**config.mk**
```make
export PLATFORM = sky130hd
export DESIGN_NAME = nonce_header_feeder_flat
export DESIGN_NICKNAME = d
export VERILOG_FILES = /design/src/rtl/nonce_header_feeder_if.sv /design/src/rtl/nonce_header_feeder.sv /design/src/flat_wrapper.sv
export SDC_FILE = /design/constraint.sdc
export NUM_CORES = 1
export LEC_CHECK = 0
export BUFFER_PORTS_ARGS = -buffer_cell sky130_fd_sc_hd__buf_2
export CORE_AREA = 3 3 520 522
export DETAILED_ROUTE_END_ITERATION = 8
export DIE_AREA = 0 0 523 525
export GPL_TIMING_DRIVEN = 0
export PLACE_DENSITY = 0.3
export SLEW_MARGIN = 20
export SYNTH_ARGS = -nofsm -noshare
export SYNTH_HDL_FRONTEND = slang
export SYNTH_SLANG_ARGS = --single-unit
```
**constraint.sdc**
```tcl
create_clock -name clk -period 2.1 [get_ports clk]
set_input_delay 0.105 -clock clk [delete_from_list [all_inputs] [get_ports clk]]
set_output_delay 0.105 -clock clk [all_outputs]
set_load 0.01 [all_outputs]
```
**src/rtl/nonce_header_feeder_if.sv**
```systemverilog
// Bundle between the miner controller, the SHA block and the nonce header feeder.
// Purely wiring: no latency of its own.
// No backpressure: the feeder sequences the SHA block with begin/complete pulses.
interface nonce_header_feeder_if #(
    parameter int HDR_WORDS = 19,
    parameter int WORD_W    = 32
);
    logic                              load_msg;
    logic                              clear;
    logic                              increment;
    logic [HDR_WORDS*WORD_W-1:0]       header_in;
    logic [WORD_W-1:0]                 start_nonce;
    logic                              computation_complete;
    logic [(HDR_WORDS+1)*WORD_W-1:0]   msg_out;
    logic                              begin_computation;
    logic [WORD_W-1:0]                 current_nonce;
    logic                              result_ready;
    logic [WORD_W-1:0]                 result_nonce;
    logic                              overflow;
    logic                              busy;

    // Controller / SHA side: drives commands and completion, observes the feeder.
    modport master (
        output load_msg, clear, increment, header_in, start_nonce, computation_complete,
        input  msg_out, begin_computation, current_nonce, result_ready, result_nonce,
               overflow, busy
    );

    // Feeder side.
    modport slave (
        input  load_msg, clear, increment, header_in, start_nonce, computation_complete,
        output msg_out, begin_computation, current_nonce, result_ready, result_nonce,
               overflow, busy
    );
endinterface

```
**src/rtl/nonce_header_feeder.sv**
```systemverilog
// Purpose: hold the block header, append the nonce, and sequence one SHA hash per nonce.
// Latency: begin_computation one cycle after load/increment; result_ready one cycle after complete.
// Backpressure: none; waits in BUSY for complete and in HOLD for increment. Optional
// feature macro NONCE_BYTE_SWAP_EN byte-reverses the nonce word placed in msg_out.
module nonce_header_feeder #(
    parameter int HDR_WORDS = 19,
    parameter int WORD_W    = 32
) (
    input  logic               clk,
    input  logic               n_rst,
    nonce_header_feeder_if.slave bus
);

    typedef enum logic [2:0] {
        IDLE   = 3'd0,
        ISSUE  = 3'd1,
        BUSY   = 3'd2,
        REPORT = 3'd3,
        HOLD   = 3'd4
    } state_t;

    state_t                        state;
    state_t                        nextState;

    logic [HDR_WORDS*WORD_W-1:0]   headerReg;
    logic [WORD_W-1:0]             nonceReg;
    logic [WORD_W-1:0]             resultNonce;
    logic                          ovfReg;
    logic [WORD_W-1:0]             nonceWord;

    logic                          captureEn;
    logic                          stepNonce;
    logic                          latchResult;
    logic                          setOvf;
    logic                          clrOvf;

    // State register.
    always_ff @(posedge clk or negedge n_rst) begin
        if (!n_rst) begin
            state <= IDLE;
        end else begin
            state <= nextState;
        end
    end

    // Next state and datapath strobes; clear beats load_msg beats increment.
    always_comb begin
        nextState   = state;
        captureEn   = 1'b0;
        stepNonce   = 1'b0;
        latchResult = 1'b0;
        setOvf      = 1'b0;
        clrOvf      = 1'b0;
        if (bus.clear) begin
            nextState = IDLE;
            clrOvf    = 1'b1;
        end else if (bus.load_msg) begin
            // Also the abort path: a stale complete then lands in ISSUE and is dropped.
            nextState = ISSUE;
            captureEn = 1'b1;
            clrOvf    = 1'b1;
        end else begin
            case (state)
                IDLE: begin
                    nextState = IDLE;
                end
                ISSUE: begin
                    nextState = BUSY;
                end
                BUSY: begin
                    if (bus.computation_complete) begin
                        latchResult = 1'b1;
                        nextState   = REPORT;
                    end
                end
                REPORT, HOLD: begin
                    if (bus.increment) begin
                        if (&nonceReg) begin
                            // Last nonce already hashed: flag exhaustion, keep the nonce.
                            setOvf    = 1'b1;
                            nextState = IDLE;
                        end else begin
                            stepNonce = 1'b1;
                            nextState = ISSUE;
                        end
                    end else begin
                        nextState = HOLD;
                    end
                end
                default: begin
                    nextState = IDLE;
                end
            endcase
        end
    end

    // Header, nonce, result and overflow registers.
    always_ff @(posedge clk or negedge n_rst) begin
        if (!n_rst) begin
            headerReg   <= '0;
            nonceReg    <= '0;
            resultNonce <= '0;
            ovfReg      <= 1'b0;
        end else begin
            if (captureEn) begin
                headerReg <= bus.header_in;
                nonceReg  <= bus.start_nonce;
            end else if (stepNonce) begin
                nonceReg <= nonceReg + WORD_W'(1);
            end
            if (latchResult) begin
                resultNonce <= nonceReg;
            end
            if (clrOvf) begin
                ovfReg <= 1'b0;
            end else if (setOvf) begin
                ovfReg <= 1'b1;
            end
        end
    end

`ifdef NONCE_BYTE_SWAP_EN
    // Little-endian header encoding: byte-reverse the nonce word only in the message.
    always_comb begin
        nonceWord = nonceReg;
        for (int b = 0; b < WORD_W / 8; b++) begin
            nonceWord[b*8 +: 8] = nonceReg[WORD_W-8-b*8 +: 8];
        end
    end
`else
    assign nonceWord = nonceReg;
`endif

    assign bus.msg_out           = {nonceWord, headerReg};
    assign bus.current_nonce     = nonceReg;
    assign bus.result_nonce      = resultNonce;
    assign bus.overflow          = ovfReg;
    assign bus.begin_computation = (state == ISSUE);
    assign bus.result_ready      = (state == REPORT);
    assign bus.busy              = (state != IDLE);

endmodule

```
**src/flat_wrapper.sv**
```systemverilog
// flat-port wrapper written by rule: the top's interface ports become plain ports
module nonce_header_feeder_flat 
#(
    parameter int HDR_WORDS = 19,
    parameter int WORD_W    = 32
)
  (clk, n_rst, bus_load_msg, bus_clear, bus_increment, bus_header_in, bus_start_nonce, bus_computation_complete, bus_msg_out, bus_begin_computation, bus_current_nonce, bus_result_ready, bus_result_nonce, bus_overflow, bus_busy);
  nonce_header_feeder_if #(.HDR_WORDS(HDR_WORDS), .WORD_W(WORD_W)) bus_i ();
  input  logic clk;
  input  logic n_rst;
  input wire logic [$bits(bus_i.load_msg)-1:0] bus_load_msg;
  input wire logic [$bits(bus_i.clear)-1:0] bus_clear;
  input wire logic [$bits(bus_i.increment)-1:0] bus_increment;
  input wire logic [$bits(bus_i.header_in)-1:0] bus_header_in;
  input wire logic [$bits(bus_i.start_nonce)-1:0] bus_start_nonce;
  input wire logic [$bits(bus_i.computation_complete)-1:0] bus_computation_complete;
  output wire logic [$bits(bus_i.msg_out)-1:0] bus_msg_out;
  output wire logic [$bits(bus_i.begin_computation)-1:0] bus_begin_computation;
  output wire logic [$bits(bus_i.current_nonce)-1:0] bus_current_nonce;
  output wire logic [$bits(bus_i.result_ready)-1:0] bus_result_ready;
  output wire logic [$bits(bus_i.result_nonce)-1:0] bus_result_nonce;
  output wire logic [$bits(bus_i.overflow)-1:0] bus_overflow;
  output wire logic [$bits(bus_i.busy)-1:0] bus_busy;
  assign bus_i.load_msg = bus_load_msg;
  assign bus_i.clear = bus_clear;
  assign bus_i.increment = bus_increment;
  assign bus_i.header_in = bus_header_in;
  assign bus_i.start_nonce = bus_start_nonce;
  assign bus_i.computation_complete = bus_computation_complete;
  assign bus_msg_out = bus_i.msg_out;
  assign bus_begin_computation = bus_i.begin_computation;
  assign bus_current_nonce = bus_i.current_nonce;
  assign bus_result_ready = bus_i.result_ready;
  assign bus_result_nonce = bus_i.result_nonce;
  assign bus_overflow = bus_i.overflow;
  assign bus_busy = bus_i.busy;
  nonce_header_feeder #(.HDR_WORDS(HDR_WORDS), .WORD_W(WORD_W)) u_core (.clk(clk), .n_rst(n_rst), .bus(bus_i));
endmodule
```
==> run summary, run 1 <==
Die X = 523 µm
RePlAce Congestion = 0.890
WHS = 0.121 ns
status = completed
asr flop ratio synth = 100%
Iteration-0 DRC Markers = 1787
Num Clock Sinks = 676
Hold Path Class = input pin to flop
DP Wirelength = 152 mm
Initial Util = 9.92%
global-route wire length before repair = 253 mm
Via Count = 28.8k
vias in the first global route = 30.0k
Post-Layout Cell Count = 8777
drt total wl = 189 mm
critical path peak fanout = 8
Worst Clk Skew = 0.0473 ns
Mapped Nets = 3598
Combinational Power Share = 23.5%
Final nets = 5803
Main synth FF type = dfrtp_1
routed vias/inst = 3.28
Leakage = 25.5 nW
average wire per standard cell = 21.5 µm
CP Launch Type = flop
layout cell share with drive strength beyond 1 = 34.3%
CTS tree = done
Site Rows = 189
register share of total power = 37.3%
gr ovfl total = 0
CTS buffer count = 94
synthesis-to-finish area growth = 86.3%
met2 wire length = 89.7 mm
Synth Instances = 2951
Slew @ Worst Pin = 0.983 ns
Residual DRC = 0
Crit-path slowest cell = dfrtp_1
Routed Antenna Nets = 0
clk buf depth = 3
setup violators final = 0
initial antenna violation count = 52
period utilization = 98.8%
DRT Pass-1 Iters = 5
min Tclk post-route = 2.07 ns
PwrDens = 868 nW/µm²
worst skew pair latency = 0.73 ns
synthesized area = 26400 µm²
Max-slew headroom = 34.5%
switch share = 32.5%
Max VDD drop = 0.000537 V
CTS clk-pin slew, worst paths = 0.06 ns
Avg Inst Size Synth = 8.93 µm²
Post-synth EDFFs = 0
CP Cell Sequence = nand4_1 -> or4_4 -> and2_4 -> buf_8 -> buf_12 -> a21oi_2
Clock Power Share = 39.2%
IO Pins = 1354
Max Freq = 482 MHz
Seq/Total Area, Yosys = 64.2%
synth warn = 0
Root Buffer = clkbuf_16
CTS H-tree depth = 3
Final Hold Fails = 0
Internal Pwr Total = 28.8 mW
top layer used by detailed routing = met5
fin. max-slew vios = 0
Setup CP Type = flop to flop
placed cells = 7851
Chip Height = 525 µm
Sw Pwr = 13.8 mW
Arrival @ worst endpoint = 2.72 ns
length of routed wiring on met1 = 75.1 mm
I/O Buffers = 1351
met3 wire length = 17.5 mm
GRT Overall Usage = 13.1%
RSZ-0062 raised after global routing = yes
synth unique cells = 43
Worst Path Required = 2.74 ns
Filler cells = 30.0k
Max-Cap Viols = 0
core area = 266000 µm²
Seq cells post-synth = 676
largest net degree at the start of global routing = 86
Max stage delay on crit path = 0.69 ns
CP endpoint kind = flop
die area = 275000 µm²
## cells by family after synthesis
group                    count (synthesis)  share of synthesized area (%)
multiplexers                            32                           1.36
XOR/XNOR                                 1                         0.0332
adder cells (fa/ha/maj)                  1                         0.0475
flip-flops                             676                           64.2
AO/OA/AOI/OAI                          117                           2.77
AND/OR/NAND/NOR                       1926                           28.0
buffers and inverters                  198                           3.62
## state kept, by name (all words and copies together), names as in the netlist
name	count
u_core.headerReg	608
u_core.bus.current_nonce	32
u_core.bus.result_nonce	32
u_core.state	3
u_core.bus.overflow	1
## what timing repair did
action / 4_1_cts / 5_1_grt
endpoints found under the setup margin: 623 / 210
resized for setup: 106 / 15
hold buffers: 688 / 0
hold endpoints to repair: 824 / 0
cloned: 2 / 4
pin swaps: 9 / 10
buffers inserted: 42 / 16
## synthesized netlist by cell type, drive strengths merged, types with 2 or more instances
cell        n  share of area (%)
and2        2              0.047
o22a        2              0.066
nand4       8               0.19
inv         3              0.043
buf        84                2.0
a32oi       2              0.066
o31ai       3              0.085
nand3      14               0.27
a2bb2oi     3               0.12
or3         5               0.12
mux2       31                1.3
nor3        5               0.11
a21o        5               0.14
a21oi      53                1.2
a31o        2              0.066
dfrtp     676                 64
o22ai      12               0.28
a31oi       3              0.071
nor3b       2              0.057
and3        2              0.047
nor2       18               0.26
nor4        5               0.12
and4        6               0.20
nand2b      3              0.071
o21ai      29               0.55
clkbuf    111                1.6
nand2    1852                 26
## final timing paths
| check | to | slack [ns] | start | cells past startpoint |
|---|---|---|---|---|
| worst max-delay path | u_core.bus.current_nonce[19] | 0.03 | u_core.bus.current_nonce[31] | 6 |
| worst min-delay path | u_core.headerReg[476] | 0.12 | bus_header_in[476] | 4 |
| worst max register to register | u_core.bus.current_nonce[19] | 0.03 | u_core.bus.current_nonce[31] | 6 |
| worst min register to register | u_core.headerReg[605] | 0.47 | u_core.headerReg[605] | 2 |
| max in group asynchronous | u_core.headerReg[24] | 0.22 | n_rst | 12 |
| min in group asynchronous | u_core.bus.result_nonce[14] | 0.58 | n_rst | 9 |
## routing by layer
layer  track usage (%)  vias to the layer above
met5                 0                        -
li1                  -                    13542
met4              4.73                       30
met1              15.3                    13787
met3              4.51                      199
met2              22.2                     1265
## cell usage in the layout, fill, tap and decap left out, types with 3 or more instances in the layout
cell type / count
a31oi_1: 3
inv_1: 3
nand4_1: 8
clkbuf_4: 3
clkbuf_16: 100
buf_12: 8
clkinv_2: 15
clkbuf_1: 105
buf_1: 3
dlygate4sd3_1: 679
dfrtp_2: 27
buf_16: 23
o22ai_1: 11
a21oi_2: 22
buf_4: 87
nand2_1: 1851
buf_6: 3
clkbuf_8: 15
nor2_1: 17
or3_1: 3
o31ai_1: 3
clkbuf_2: 18
a21o_1: 5
clkinv_4: 4
a21oi_4: 4
a21oi_1: 27
nand2b_1: 3
bufinv_16: 8
diode_2: 18
buf_8: 4
o21ai_0: 26
dfrtp_1: 648
mux2_2: 31
buf_2: 1389
nand3_1: 13
## power by group through the flow
stage	Sequential [mW]	Combinational (mW)	Clock, mW
after floorplan	16.8	2.27	0
after global placement	16.4	8.30	0
after detailed placement	16.4	8.35	0
after CTS	15.9	10.2	17.5
after global routing	16.1	10.9	17.9
final	15.9	10.0	16.7
## final cells by class
type	count	area (µm²)	share of cell area, %
multi-input combinational	2077	8700	17.7
clock inverter	32	455	0.927
buffer	186	990	2.02
sequential	676	17000	34.5
timing repair buffer	2118	14800	30.2
inverter	3	11.3	0.0229
clock buffer	134	2700	5.49
antenna	18	45.0	0.0917
tap	3533	4420	9.00
## critical path, delay by kind of cell, from the launching register on
family,cells,cell delay (ns)
compound gates,1,0.13
buf+inv,2,0.30
flops,1,0.69
simple gates,3,0.89
## stage by stage
stage / instance area (µm²) / setup WS (ns) / total power, mW / util (%) / setup TNS (ns)
2_1_floorplan: 26400 / 0.00571 / 19.1 / - / 0
3_3_place_gp: 37500 / -17.25 / 24.7 / 14.1 / -
3_5_place_dp: 38000 / -1.98 / 24.7 / 14.3 / -871.05
4_1_cts: 48800 / -0.0841 / 43.6 / 18.4 / -0.472
5_1_grt: 49100 / -0.0229 / 45.0 / 18.5 / -0.0838
6_report: 49100 / 0.0255 / 42.6 / 18.5 / 0
Power figures use the tool's default switching activity.
==> inputs of run 2 (changes only) <==
==> constraint.sdc (replaced) <==
create_clock -name clk -period 1.8 [get_ports clk]
set_input_delay 0.09 -clock clk [delete_from_list [all_inputs] [get_ports clk]]
set_output_delay 0.09 -clock clk [all_outputs]
set_load 0.01 [all_outputs]
==> run 2 against run 1 <==
Net effect:
- the run now ends with hold timing, setup timing left
- combinational power rose by 23%
- clock power rose by 16%
- cell count rose by 1.5%
- maximum frequency fell by 1.0%
- routed wire length fell by 0.49%
- die area did not move
- critical endpoint is now u_core.bus.current_nonce[20]
- largest cell class is now buffers
- largest power group unchanged
==> run summary, run 2 (same netlist as run 1, synthesis figures left out) <==
most frequent cells in the layout = nand2_1 (1851), buf_2 (1377), dlygate4sd3_1 (763) (was nand2_1 (1851), buf_2 (1389), dlygate4sd3_1 (679))
M3 GR Usage = 4.16% (was 4.51%)
critical path peak fanout = 4 (was 8)
Most flops, register = u_core.headerReg (unchanged)
max FFs per register = 608 (unchanged)
Arrival @ worst endpoint = 2.69 ns (was 2.72 ns)
I/O Buffers = 1351 (unchanged)
met2 usage = 23.2% (was 22.2%)
GRT Overall Usage = 13.1% (about the same)
placement-stage cell area = 38000 µm² (about the same)
worst skew pair latency = 0.74 ns (was 0.73 ns)
gr ovfl total = 0 (unchanged)
DP Wirelength = 153 mm (was 152 mm)
Max VDD drop = 0.000602 V (was 0.000537 V)
Max stage delay on crit path = 0.44 ns (was 0.69 ns)
Final TNS setup = -9.36 ns (was 0 ns)
busiest layer in global routing = met2 (unchanged)
Max Freq = 477 MHz (was 482 MHz)
setup violators final = 63 (was 0)
CTS tree = done (unchanged)
Leakage = 26.1 nW (was 25.5 nW)
CP endpoint kind = flop (unchanged)
CP Cell Sequence = buf_4 -> nand4_1 -> nor4_4 -> and4_4 -> nand2_1 -> o21ai_0 -> a21oi_1 (was nand4_1 -> or4_4 -> and2_4 -> buf_8 -> buf_12 -> a21oi_2)
Final WS setup = -0.295 ns (was 0.0255 ns)
Num Clock Sinks = 676 (unchanged)
largest net degree at the start of global routing = 85 (was 86)
layout cell share with drive strength beyond 1 = 34.8% (was 34.3%)
Final nets = 5912 (was 5803)
Slew @ Worst Pin = 0.737 ns (was 0.983 ns)
Root Buffer = clkbuf_16 (unchanged)
min Tclk post-route = 2.10 ns (was 2.07 ns)
CTS clk-pin slew, worst paths = 0.06 ns (about the same)
commonest non-fill, non-tap cell in the layout = nand2_1 (unchanged)
period utilization = 116% (was 98.8%)
die area = 275000 µm² (unchanged)
Finished Core Util = 19.0% (was 18.5%)
Post-Layout Inst Area = 50600 µm² (was 49100 µm²)
Initial Util = 9.92% (unchanged)
PwrDens = 993 nW/µm² (was 868 nW/µm²)
failing checks = hold timing, setup timing
RSZ-0062 raised after global routing = yes (unchanged)
Hold-fix buffers, CTS = 773 (was 688)
Residual DRC = 0 (unchanged)
RePlAce Congestion = 0.856 (was 0.890)
initial antenna violation count = 57 (was 52)
Routed Antenna Nets = 0 (unchanged)
WHS = -0.0884 ns (was 0.121 ns)
met1 Use GR = 14.7% (was 15.3%)
Iteration-0 DRC Markers = 1546 (was 1787)
fin. max-slew vios = 0 (unchanged)
Final Hold Fails = 15 (was 0)
DRT Pass-1 Iters = 5 (unchanged)
Max-slew headroom = 50.8% (was 34.5%)
CTS buffer count = 93 (was 94)
clk buf depth = 3 (unchanged)
Crit-path slowest cell = nor4_4 (was dfrtp_1)
Chip Height = 525 µm (unchanged)
average wire per standard cell = 21.1 µm (was 21.5 µm)
r2r setup slk = -0.30 ns (was 0.03 ns)
Site Rows = 189 (unchanged)
IO Pins = 1354 (unchanged)
Worst Clk Skew = 0.0431 ns (was 0.0473 ns)
CP Launch Type = flop (unchanged)
routed vias/inst = 3.28 (about the same)
Hold Path Class = input pin to asynchronous set/reset pin (was input pin to flop)
CTS H-tree depth = 3 (unchanged)
drt total wl = 188 mm (was 189 mm)
core area = 266000 µm² (unchanged)
Die X = 523 µm (unchanged)
Filler cells = 30.0k (about the same)
vias in the first global route = 30.5k (was 30.0k)
Setup CP Type = flop to flop (unchanged)
synthesis-to-finish area growth = 91.9% (was 86.3%)
global-route wire length before repair = 252 mm (was 253 mm)
Via Count = 29.2k (was 28.8k)
Max-Cap Viols = 0 (unchanged)
status = finished, violations left (was completed)
Worst Path Required = 2.40 ns (was 2.74 ns)
[run 2: worst paths after layout]
check                                        startpoint                            to  cells after the start
min in group clk                     bus_header_in[589]         u_core.headerReg[589]                      4
max reg2reg                u_core.bus.current_nonce[10]  u_core.bus.current_nonce[20]                      7
max in group asynchronous                         n_rst         u_core.headerReg[216]                     11
min reg2reg                       u_core.headerReg[516]         u_core.headerReg[516]                      2
max                        u_core.bus.current_nonce[10]  u_core.bus.current_nonce[20]                      7
min                                               n_rst         u_core.headerReg[383]                      8
[run 2: per-stage QoR]
stage / instances / power (mW) / hold slack (ns) / setup slack (ns)
after global placement: 7835 / 29.1 / 0.264 / -17.57
after CTS: 8840 / 51.2 / -0.185 / -0.311
after detailed placement: 7849 / 29.1 / 0.0164 / -2.10
final: 8906 / 50.2 / -0.0884 / -0.295
after floorplan: 2951 / 22.3 / -0.206 / -0.252
after global routing: 8899 / 53.0 / -0.130 / -0.335
[run 2: worst max-delay path, delay by kind of cell (launching register included)]
family / cells / cell delay, ns
buf+inv: 1 / 0.16
compound gates: 2 / 0.32
simple gates: 4 / 1.09
flops: 1 / 0.41
[run 2: power by group]
group | switching (mW) | internal [mW] | leakage [nW]
clock | 7.99 | 11.3 | 1.51
sequential | 1.37 | 17.3 | 8.33
combinational | 7.14 | 5.20 | 16.3
total | 16.5 | 33.7 | 26.1
[run 2: timing repair]
| item | 4_1_cts | 5_1_grt |
|---|---|---|
| gates resized for setup | 143 | 74 |
| pin swaps | 13 | 20 |
| endpoints found under the hold margin | 927 | 56 |
| gates cloned | 1 | 5 |
| setup endpoints to repair | 669 | 161 |
| setup buffers | 52 | 29 |
[run 2: per-layer routing]
| layer | up-vias | wire, µm | share of wire [%] |
|---|---|---|---|
| met1 | 13983 | 73000 | 39 |
| li1 | 13800 | - | - |
| met4 | 20 | 5620 | 3.0 |
| met2 | 1185 | 93400 | 50 |
| met3 | 186 | 15700 | 8.4 |
| met5 | - | 121 | 0.064 |
[run 2: final cells by class]
| class | count | area (µm²) | share of cell area (%) |
|---|---|---|---|
| antenna | 36 | 90.1 | 0.178 |
| buffer | 191 | 1120 | 2.22 |
| clock buffer | 143 | 2760 | 5.45 |
| clock inverter | 24 | 352 | 0.695 |
| inverter | 3 | 11.3 | 0.0223 |
| multi-input combinational | 2077 | 8850 | 17.5 |
| sequential | 676 | 17000 | 33.5 |
| tap | 3533 | 4420 | 8.74 |
| timing repair buffer | 2223 | 16000 | 31.7 |
==> inputs of run 3 (changes only) <==
--- a/config.mk
+++ b/config.mk
@@ -11,6 +11,7 @@
 export DIE_AREA = 0 0 523 525
 export GPL_TIMING_DRIVEN = 0
 export PLACE_DENSITY = 0.3
+export RECOVER_POWER = 100
 export SLEW_MARGIN = 20
 export SYNTH_ARGS = -nofsm -noshare
 export SYNTH_HDL_FRONTEND = slang
==> run 3 against run 2 <==
Net effect:
- the flow finishes with violations (setup timing)
- non-clock buffer count is the same
- cell count about the same
- sequential power barely moved
- routed wire length barely moved
- maximum frequency rose by 0.37%
- clock skew up 0.00057 ns
- sequential cell count unchanged
- first-iteration DRC count increased by 2.1%
- via count is essentially flat
- global-route usage unchanged
- sequential share of layout area rose by 0.71 points
- critical path depth is 2 higher
- critical endpoint is now u_core.bus.current_nonce[26]
==> run summary, run 3 (same netlist as run 1, synthesis figures left out) <==
vias in the first global route = 30.5k (unchanged)
CP endpoint kind = flop (unchanged)
hold path startpoint = bus_header_in[589]
routed vias/inst = 3.28 (about the same)
Reg2Reg Capture Point = u_core.bus.current_nonce[26] (was u_core.bus.current_nonce[20])
global-route wire length before repair = 252 mm (unchanged)
average wire per standard cell = 21.1 µm (about the same)
layout cell share with drive strength beyond 1 = 23.0% (was 34.8%)
CP Launch Type = flop (unchanged)
placement-stage cell area = 38000 µm² (unchanged)
Setup CP Type = flop to flop (unchanged)
Hold-fix buffers, CTS = 773 (unchanged)
IO Pins = 1354 (unchanged)
Residual DRC = 0 (unchanged)
critical path peak fanout = 3 (was 4)
I/O Buffers = 1351 (unchanged)
CTS tree = done (unchanged)
Final TNS setup = -20.88 ns (was -9.36 ns)
Final nets = 5912 (unchanged)
Max-slew headroom = 22.2% (was 50.8%)
Die X = 523 µm (unchanged)
worst r2r src = u_core.bus.current_nonce[14] (was u_core.bus.current_nonce[10])
WHS = 0.110 ns (was -0.0884 ns)
CP top delay family = simple AND/OR/NAND/NOR gates (unchanged)
Slew @ Worst Pin = 1.17 ns (was 0.737 ns)
period utilization = 116% (about the same)
Worst Clk Skew = 0.0436 ns (was 0.0431 ns)
fin. max-slew vios = 0 (unchanged)
most frequent cells in the layout = nand2_1 (1851), dlygate4sd3_1 (763), buf_2 (729) (was nand2_1 (1851), buf_2 (1377), dlygate4sd3_1 (763))
status = finished, violations left (unchanged)
setup violators final = 201 (was 63)
Routed Antenna Nets = 0 (unchanged)
Num Clock Sinks = 676 (unchanged)
Crit-path slowest cell = or4_4 (was nor4_4)
placed cells = 7849 (unchanged)
clk buf depth = 3 (unchanged)
Chip Height = 525 µm (unchanged)
Max-Cap Viols = 0 (unchanged)
Post-Place Setup Slack = -2.10 ns (unchanged)
gr ovfl total = 0 (unchanged)
failing checks = setup timing (was hold timing, setup timing)
Hold Path Class = input pin to flop (was input pin to asynchronous set/reset pin)
FF-to-FF path depth = 9 (was 7)
Initial Util = 9.92% (unchanged)
Iteration-0 DRC Markers = 1578 (was 1546)
DRT Pass-1 Iters = 5 (unchanged)
largest net degree at the start of global routing = 85 (unchanged)
Final WS setup = -0.288 ns (was -0.295 ns)
GRT Overall Usage = 13.1% (unchanged)
core area = 266000 µm² (unchanged)
worst skew pair latency = 0.74 ns (about the same)
Hold Path End = u_core.headerReg[589]
min Tclk post-route = 2.09 ns (was 2.10 ns)
Post-Layout Cell Count = 8907 (was 8906)
Root Buffer = clkbuf_16 (unchanged)
CTS buffer count = 93 (unchanged)
Leakage = 24.0 nW (was 26.1 nW)
synthesis-to-finish area growth = 87.8% (was 91.9%)
Final Hold Fails = 0 (was 15)
max FFs per register = 608 (unchanged)
initial antenna violation count = 57 (unchanged)
r2r setup slk = -0.29 ns (was -0.30 ns)
commonest non-fill, non-tap cell in the layout = nand2_1 (unchanged)
CTS H-tree depth = 3 (unchanged)
CTS clk-pin slew, worst paths = 0.07 ns (was 0.06 ns)
drt total wl = 188 mm (about the same)
PwrDens = 1000 nW/µm² (was 993 nW/µm²)
Max VDD drop = 0.000603 V (was 0.000602 V)
Most flops, register = u_core.headerReg (unchanged)
Post-Layout Inst Area = 49500 µm² (was 50600 µm²)
die area = 275000 µm² (unchanged)
RSZ-0062 raised after global routing = yes (unchanged)
Hold Path Cell Cnt = 4
CP Cell Sequence = and4_1 -> buf_6 -> nand4_1 -> or4_4 -> buf_4 -> nand2_8 -> buf_12 -> a21oi_1 -> o22a_1 (was buf_4 -> nand4_1 -> nor4_4 -> and4_4 -> nand2_1 -> o21ai_0 -> a21oi_1)
Via Count = 29.2k (about the same)
Max stage delay on crit path = 0.54 ns (was 0.44 ns)
Max Freq = 479 MHz (was 477 MHz)
RePlAce Congestion = 0.856 (unchanged)
Site Rows = 189 (unchanged)
DP Wirelength = 153 mm (unchanged)
Worst Path Buf+Inv = 3 (was 1)
Arrival @ worst endpoint = 2.71 ns (was 2.69 ns)
Worst Path Required = 2.42 ns (was 2.40 ns)
run 3: cell types whose count changed in the layout (fill, tap and decap cells not counted), moves of 2 or more:
cell / change
buf_6: -11
clkbuf_1: +623
clkbuf_2: +43
dfrtp_1: +5
dfrtp_2: -4
buf_2: -648
clkbuf_16: -2
buf_12: -2
buf_16: -7
buf_4: -10
clkbuf_4: +15
run 3: per-stage QoR:
step                      util [%]  total power, mW
final                         18.6             49.6
after global routing          18.6             52.4
after CTS                     18.8             51.2
after detailed placement      14.3             29.1
after global placement        14.2             29.1
after floorplan                  -             22.3
run 3: cell type report:
cell class              count  area, µm²
well taps                3533       4420
diodes                     37       92.6
fillers                 30217     216000
inverters                   3       11.3
plain buffers             191       1120
multi-input cells        2077       8850
clock buffers             143       2760
flip-flops and latches    676      17000
repair buffers           2223      15000
clock inverters            24        352
run 3: worst max-delay path by stage:
stage          cells past startpoint                         start                            to
2_1_floorplan                      9  u_core.bus.current_nonce[23]  u_core.bus.current_nonce[28]
3_3_place_gp                       1                         n_rst  u_core.bus.current_nonce[12]
3_5_place_dp                       8                  bus_load_msg         u_core.headerReg[545]
4_1_cts                            9  u_core.bus.current_nonce[17]   u_core.bus.current_nonce[2]
5_1_grt                            9  u_core.bus.current_nonce[14]  u_core.bus.current_nonce[26]
6_report                           9  u_core.bus.current_nonce[14]  u_core.bus.current_nonce[26]
run 3: power by group:
group	internal, mW	switching, mW	total [mW]
combinational	4.54	7.13	11.7
clock	11.3	7.97	19.2
sequential	17.3	1.41	18.7
run 3: metal layers:
layer  wire length (µm)  GRT usage (%)  vias up
met5                121              0        -
met4               6070           4.31       20
met3              15800           4.16      203
met2              92900           23.2     1214
met1              72900           14.7    13956
li1                   -              -    13798
run 3: worst reg2reg max path, stage by stage (launching register included):
cell and delay, ns:
dfrtp_2 0.38, and4_1 0.21, buf_6 0.10, nand4_1 0.12, or4_4 0.54, buf_4 0.17
nand2_8 0.09, buf_12 0.11, a21oi_1 0.03, o22a_1 0.22
run 3: timing repair:
item,CTS,global route
gates resized for setup,143,74
endpoints found under the hold margin,927,56
cloned,1,5
endpoints found under the setup margin,669,161
setup buffers,52,29
pin swaps,13,20
